===== config.mk =====
export PLATFORM = sky130hd
export DESIGN_NAME = result_uart_tx
export DESIGN_NICKNAME = d
export VERILOG_FILES = /design/src/rtl/result_uart_tx.sv
export SDC_FILE = /design/constraint.sdc
export NUM_CORES = 1
export LEC_CHECK = 0
export ABC_CLOCK_PERIOD_IN_PS = 3000
export CORE_UTILIZATION = 45
export CTS_BUF_LIST = sky130_fd_sc_hd__clkbuf_8
export CTS_CLUSTER_DIAMETER = 50
export CTS_CLUSTER_SIZE = 25
export DETAILED_ROUTE_END_ITERATION = 10
export PLACE_DENSITY = 0.68
export SETUP_SLACK_MARGIN = 0.4
export SLEW_MARGIN = 20
export SYNTH_ARGS = -nofsm -noshare
export SYNTH_HDL_FRONTEND = slang
export SYNTH_SLANG_ARGS = --single-unit

===== constraint.sdc =====
create_clock -name clk -period 3 [get_ports clk]
set_clock_uncertainty 0.15 [all_clocks]
set_input_delay 0.3 -clock clk [delete_from_list [all_inputs] [get_ports clk]]
set_output_delay 0.3 -clock clk [all_outputs]
set_load 0.005 [all_outputs]

===== src/rtl/result_uart_tx.sv =====
// UART 8N1 transmitter: accepts a p_N-bit word over valid/ready and sends it
// as p_N/8 bytes, least-significant byte first, on uart_txd.
module result_uart_tx #(
  parameter int clk_freq       = 50000000,
  parameter int uart_baud_rate = 57600,
  parameter int p_N            = 16
) (
  input  logic           clk,
  input  logic           rst,
  input  logic [p_N-1:0] i_data,
  input  logic           i_valid,
  output logic           o_ready,
  output logic           o_done,
  output logic           uart_txd
);

  localparam int BAUD_DIV = clk_freq / uart_baud_rate;
  localparam int NBYTES   = p_N / 8;
  localparam int CW       = (BAUD_DIV > 1) ? $clog2(BAUD_DIV) : 1;
  localparam int BW       = (NBYTES > 1) ? $clog2(NBYTES) : 1;
  localparam logic [CW-1:0] BAUD_LAST = CW'(BAUD_DIV - 1);
  localparam logic [BW-1:0] BYTE_LAST = BW'(NBYTES - 1);

  typedef enum logic [1:0] {IDLE, START, DATA, STOP} state_t;

  state_t         state_q, state_d;
  logic [CW-1:0]  baud_q, baud_d;
  logic [2:0]     bit_q, bit_d;
  logic [BW-1:0]  byte_q, byte_d;
  logic [p_N-1:0] shreg_q, shreg_d;
  logic           txd_q, txd_d;
  logic           ready_q, ready_d;
  logic           done_q, done_d;

  logic accept;
  logic baud_tick;

  assign accept    = i_valid && ready_q;
  assign baud_tick = (baud_q == BAUD_LAST);

  always_ff @(posedge clk or posedge rst) begin
    if (rst) begin
      state_q <= IDLE;
      baud_q  <= '0;
      bit_q   <= '0;
      byte_q  <= '0;
      shreg_q <= '0;
      txd_q   <= 1'b1;
      ready_q <= 1'b1;
      done_q  <= 1'b0;
    end else begin
      state_q <= state_d;
      baud_q  <= baud_d;
      bit_q   <= bit_d;
      byte_q  <= byte_d;
      shreg_q <= shreg_d;
      txd_q   <= txd_d;
      ready_q <= ready_d;
      done_q  <= done_d;
    end
  end

  // The word is shifted right one bit per data bit, so bit 0 is always the
  // bit on the line and the next byte lines up automatically after eight shifts.
  always_comb begin
    state_d = state_q;
    baud_d  = baud_q;
    bit_d   = bit_q;
    byte_d  = byte_q;
    shreg_d = shreg_q;
    case (state_q)
      IDLE: begin
        baud_d = '0;
        bit_d  = '0;
        byte_d = '0;
        if (accept) begin
          shreg_d = i_data;
          state_d = START;
        end
      end
      START: begin
        if (baud_tick) begin
          baud_d  = '0;
          bit_d   = '0;
          state_d = DATA;
        end else begin
          baud_d = baud_q + CW'(1);
        end
      end
      DATA: begin
        if (baud_tick) begin
          baud_d  = '0;
          shreg_d = shreg_q >> 1;
          if (bit_q == 3'd7) begin
            state_d = STOP;
          end else begin
            bit_d = bit_q + 3'd1;
          end
        end else begin
          baud_d = baud_q + CW'(1);
        end
      end
      STOP: begin
        if (baud_tick) begin
          baud_d = '0;
          if (byte_q != BYTE_LAST) begin
            byte_d  = byte_q + BW'(1);
            state_d = START;
          end else begin
            state_d = IDLE;
          end
        end else begin
          baud_d = baud_q + CW'(1);
        end
      end
      default: state_d = IDLE;
    endcase
  end

  // Outputs are registered from the current state, so the line lags the FSM
  // by one cycle; done fires on the first IDLE cycle after a word.
  always_comb begin
    txd_d   = 1'b1;
    ready_d = (state_q == IDLE) && !accept;
    done_d  = (state_q == IDLE) && !ready_q;
    case (state_q)
      START:   txd_d = 1'b0;
      DATA:    txd_d = shreg_q[0];
      default: txd_d = 1'b1;
    endcase
  end

  assign uart_txd = txd_q;
  assign o_ready  = ready_q;
  assign o_done   = done_q;

endmodule


== Yosys cells after proc, flatten, opt, wreduce, memory -nomap -nowiden ==
Index checks and enable logic that the tools add are counted.

* Equality and inequality tests: 11
* $add $sub $neg: 3
* Muxes and demuxes: 20
* Reductions and logical operators: 14

{| class="wikitable"
|+ Operators by type and width
! kind !! number
|-
| 16-bit two-way mux || 2
|-
| 16-bit case mux with 2 select lines || 1
|-
| 10-bit case mux with 2 select lines || 1
|-
| 2-bit inequality test (second input constant) || 6
|-
| 10-bit by 1-bit adder with 10-bit output (second input constant) || 1
|-
| 10-bit == test (second input constant) || 1
|-
| 10-bit two-way mux || 1
|-
| 2-bit two-way mux || 5
|-
| 3-bit two-way mux || 3
|-
| 3-bit case mux with 3 select lines || 1
|-
| 2-bit case mux with 4 select lines || 1
|-
| 5-bit AND reduction || 1
|-
| 2-bit == test (second input constant) || 2
|-
| 1-bit case mux with 2 select lines || 2
|-
| 4-bit AND reduction || 1
|-
| 2-bit nonzero test || 2
|-
| 3-bit by 1-bit adder with 3-bit output (second input constant) || 1
|-
| 3-bit == test (second input constant) || 1
|-
| 1-bit logical AND || 3
|-
| 1-bit two-way mux || 3
|-
| 3-bit AND reduction || 1
|-
| 3-bit nonzero test || 1
|-
| 3-bit OR reduction || 1
|-
| 2-bit by 1-bit == test with 1-bit output (second input constant) || 1
|-
| 4 further kinds || 5
|}

* Logic and storage cells: 56
* Register bits: 35
* Input port bits: 19
* Output and inout port bits: 3

== Longest topological paths before layout ==
* Depth after elaboration: 4
* Depth in mapped cells: 7

== Worst setup path before layout ==
Ideal clock, no wire load.

* Kind: register to register
* Start: register state_q[0]
* End: register shreg_q[4]
* Path buffers: 1
* Period minus slack after synthesis: 1.979 ns
* Required time: 2.725 ns
* Stages on the path, launching flop included: 6
* Setup slack: 1.021 ns
* Arrival: 1.704 ns
* Library setup time: 0.125 ns
* Cells stage by stage: dfrtp_1 inv_1 ha_1 clkbuf_1 mux2_2 mux2_2

* Longest elaborated chain between the ends: 3
* Elaborated cells between the ends (all ways): 7
* Those cells by class: eq/ne: 3; mux: 1; reduce/logical: 3

{| class="wikitable"
|+ RTL lines
! element !! line !! text
|-
| from (decl) || 26 || <nowiki>state_t state_q, state_d;</nowiki>
|-
| from (signal assigned) || 52 || <nowiki>state_q <= state_d;</nowiki>
|-
| 2-bit == test / 2-bit zero test (equally long branches) || 71 || <nowiki>case (state_q)</nowiki>
|-
| 2-bit inequality test (no source line) / 2-bit nonzero test (equally long branches) || n/a ||
|-
| 3-bit AND reduction (no source line) || n/a ||
|-
| to (signal assigned) || 56 || <nowiki>shreg_q <= shreg_d;</nowiki>
|-
| to (decl) || 30 || <nowiki>logic [p_N-1:0] shreg_q, shreg_d;</nowiki>
|}

Parallel ways exist; a longest one is shown, timed or not.
A chain may end at the register's enable or synchronous reset.

== Worst setup path after layout ==
* Start: register state_q[0]
* End: register shreg_q[7]

The elaborated chain is that of the path after synthesis.

==> reports/results.tsv <==
stage	metric	value	unit
run_status	outcome	finished, final reports clean	
synthesis	Yosys cell types	34	
synthesis	Post-Synthesis Cells	142	
setup_path	critical-path cell with the highest stage delay	a21oi_4	
clocking	clk slew on worst S/H paths	70	ps
synthesis	EDFF count, synth	0	
die	DIE AREA	0.004318	mm^2
drt	WL/cell	14.13	um
place	Post-Place Cells	207	
synthesis	top_reg_cell synth	dfrtp_1	
setup_path	CP required	3020	ps
final_layout	Cell Count, Final, Fillers Out	215	
place	I/O Buffers	21	
setup_path	critical path endpoint category	register	
sta	max-slew violations	0	
place	RePlAce Congestion	0.8152	
die	Core Area	0.003771	mm^2
synthesis	Synth Net Count	169	
pwr	Comb pwr share	6.8	%
synthesis	sequential cell area fraction in the yosys report	48.08	%
global_route	vias in the first global route	1140	
clocking	CTS tree	yes	
die	FP Rows	22	
die	Die H	65.72	um
die	IO Count	22	
clocking	CTS H-tree lvls	2	
clocking	Clk Latency, worst-skew pair	280	ps
global_route	Overflow after GRT	0	
global_route	pin count of the biggest net entering global routing	23	
drt	routed vias/inst	5.242	
pwr	Worst IR Drop VDD	281.6	uV
drt	Pre-antenna DRT Iters	4	
sta	Tmin final	2285	ps
synthesis	Syn Area/Cell	12.86	um^2
clocking	Clock Sinks	35	
clocking	TritonCTS buffer count	5	
setup_path	crit-path max cell delay	570	ps
die	die width	65.72	um
pwr	Internal Power	0.6820	mW
synthesis	Yosys warning count	0	
final_layout	post-layout util	57.00	%
global_route	Global Route Usage Sum	16.12	%
sta	Max transition margin	55.77	%
pwr	sw power	0.1854	mW
place	DPL Wire Length	2.217	mm
sta	Final Hold Vio Count	0	
final_layout	nets@finish	193	
global_route	first-pass GRT wire length	5.112	mm
drt	routed metal-1 wire length	1.429	mm
final_layout	Multi-input gate area	879.6	um^2
setup_path	worst path buffer plus inverter count	1	
pwr	Power Density	403.5	mW/mm^2
drt	met3 wire length	80	um
final_layout	n_diodes	0	
hold_path	Hold Path Class	input pin to asynchronous set/reset pin	
job	Max Cap Violations	0	
synthesis	Yosys reg bits	35	
sta	Total Neg Setup Slack	0	ps
pwr	total power	0.8673	mW
setup_path	critical-path cell list	inv_1, ha_1, nand2b_1, a21oi_4, mux2_2	
global_route	initial antenna violation count	0	
final_layout	layout cells sized above 1	29.34	%
drt	detailed-route wire length	3.037	mm
clocking	CTS resizes	0	
setup_path	critical path class	register to register	
synthesis	Post-Synthesis Cell Area	0.001827	mm^2
pwr	Clock power frac	36.9	%
setup_path	arrival time of the worst setup path	2300	ps
drt	routed vias	1127	
clocking	CTS root buffer	clkbuf_8	
sta	f_max	437.7	MHz
pwr	LEAKAGE	0.9596	nW
setup_path	crit path max fanout	16	
clocking	Bufs on Longest Clock Path	2	
drt	1st-iter DRT viols	26	
final_layout	Area Overhead vs Synth	17.67	%
sta	Setup violations, final	0	
die	Initial Util	48.44	%
final_layout	sequential cell area	878.3	um^2
sta	Slew @ Worst Pin	662.0	ps
pwr	sequential share of power	56.4	%
setup_path	top cell family by delay on the critical path	compound AO/OA/AOI/OAI gates	
clocking	hold-fix buffers at CTS	0	
drt	DRC viols	0	
clocking	Post-CTS Setup Bufs	0	
final_layout	Filler Cell Count	313	
pwr	sw frac	21.37	%
sta	final hold slack	231.8	ps
synthesis	Async SR Flop Fraction	100.0	%
setup_path	Critical Path Source Type	register	
drt	met2 wire length	1.493	mm
sta	RSZ-0062 raised after global routing	false	
sta	crit share post-route	76.15	%
drt	Routed Antenna Nets	0	
drt	highest routed layer	met4	
-- cell usage in the layout (no fill, tap or decap), drive strengths merged --
cell and instances:
a211o 1, a21boi 1, a21oi 2, a221o 1, a22o 2, a2bb2oi 1
and2 1, and3 3, and4 1, and4b 1, buf 2, clkbuf 5
clkdlybuf4s50 21, clkinv 3, dfrtp 33, dfstp 2, ha 8, inv 6
mux2 33, nand2 2, nand2b 2, nand3 5, nand4 3, nor2 10
nor2b 2, nor3 2, nor4b 1, o21ai 4, o221ai 1, xnor2 2
xor2 6
-- registers in the layout (all words and copies together), names as in the netlist --
name / flops
baud_q: 10
bit_q: 3
byte_q: 1
o_done: 1
o_ready: 1
shreg_q: 16
state_q: 2
uart_txd: 1
-- worst paths after layout --
| path | to | start | slack (ps) | cells past startpoint |
|---|---|---|---|---|
| max | shreg_q[7] | state_q[0] | 720 | 5 |
| min | bit_q[2] | rst | 230 | 2 |
| max reg2reg | shreg_q[7] | state_q[0] | 720 | 5 |
| min reg2reg | baud_q[0] | baud_q[0] | 340 | 1 |
| max in group asynchronous | baud_q[1] | rst | 1760 | 3 |
| min in group clk | baud_q[0] | baud_q[0] | 340 | 1 |
-- worst reg2reg max path, cell delays in order, from the launching register on --
cell      delay (ps)
dfrtp_1          420
inv_1            130
ha_1             350
nand2b_1         150
a21oi_4          570
mux2_2           410
-- stage by stage --
stage | worst slack, ps | cell area [um^2]
after CTS | 697.0 | 2150
after detailed placement | 708.3 | 2066
after floorplan | 1021 | 1827
after global placement | 764.7 | 2066
final | 715.4 | 2150
after global routing | 574.1 | 2150
-- cells in the mapped netlist, types with 2 or more instances --
cell type  instances  area (um^2)
mux2_4            10        150.1
nor2_1            10        37.54
dfrtp_1           33        825.8
o21ai_0            4        20.02
xnor2_1            2        17.52
nand3_1            5        25.02
clkbuf_1           4        15.01
nor2b_1            2        12.51
mux2_2            23        259.0
and3_1             3        18.77
ha_1               8        100.1
nand2_1            2        7.510
inv_1              6        22.52
nand4_1            2        12.51
a22o_1             2        17.52
dfstp_2            2        52.55
xor2_1             6        52.55
nand2b_1           2        12.51
-- power groups by stage --
stage | clock (mW) | sequential (mW) | combinational, mW
after floorplan | 0 | 0.495 | 0.0299
after global placement | 0 | 0.497 | 0.0582
after detailed placement | 0 | 0.497 | 0.0604
after CTS | 0.337 | 0.489 | 0.0607
after global routing | 0.351 | 0.490 | 0.0644
final | 0.320 | 0.489 | 0.0587
-- cell type report --
cell class	instances	area share [%]
clock buffers	5	3.201
multi-input cells	95	40.92
inverters	6	1.048
flip-flops and latches	35	40.86
clock inverters	3	0.6985
well taps	48	2.794
repair buffers	23	10.48
-- layer usage --
metal	vias to the layer above	track usage, %
met5	-	0
met3	4	5.729
li1	550	-
met2	13	26.79
met4	0	4.891
met1	560	19.35
-- kinds of logic after synthesis --
kind of cell | share of synthesized area (%)
simple gates | 10.62
buf+inv | 3.767
flops | 48.08
fa+ha+maj | 5.480
mux | 22.40
compound gates | 5.822
xor+xnor | 3.836
No activity file was read; power rests on OpenSTA's default activity.
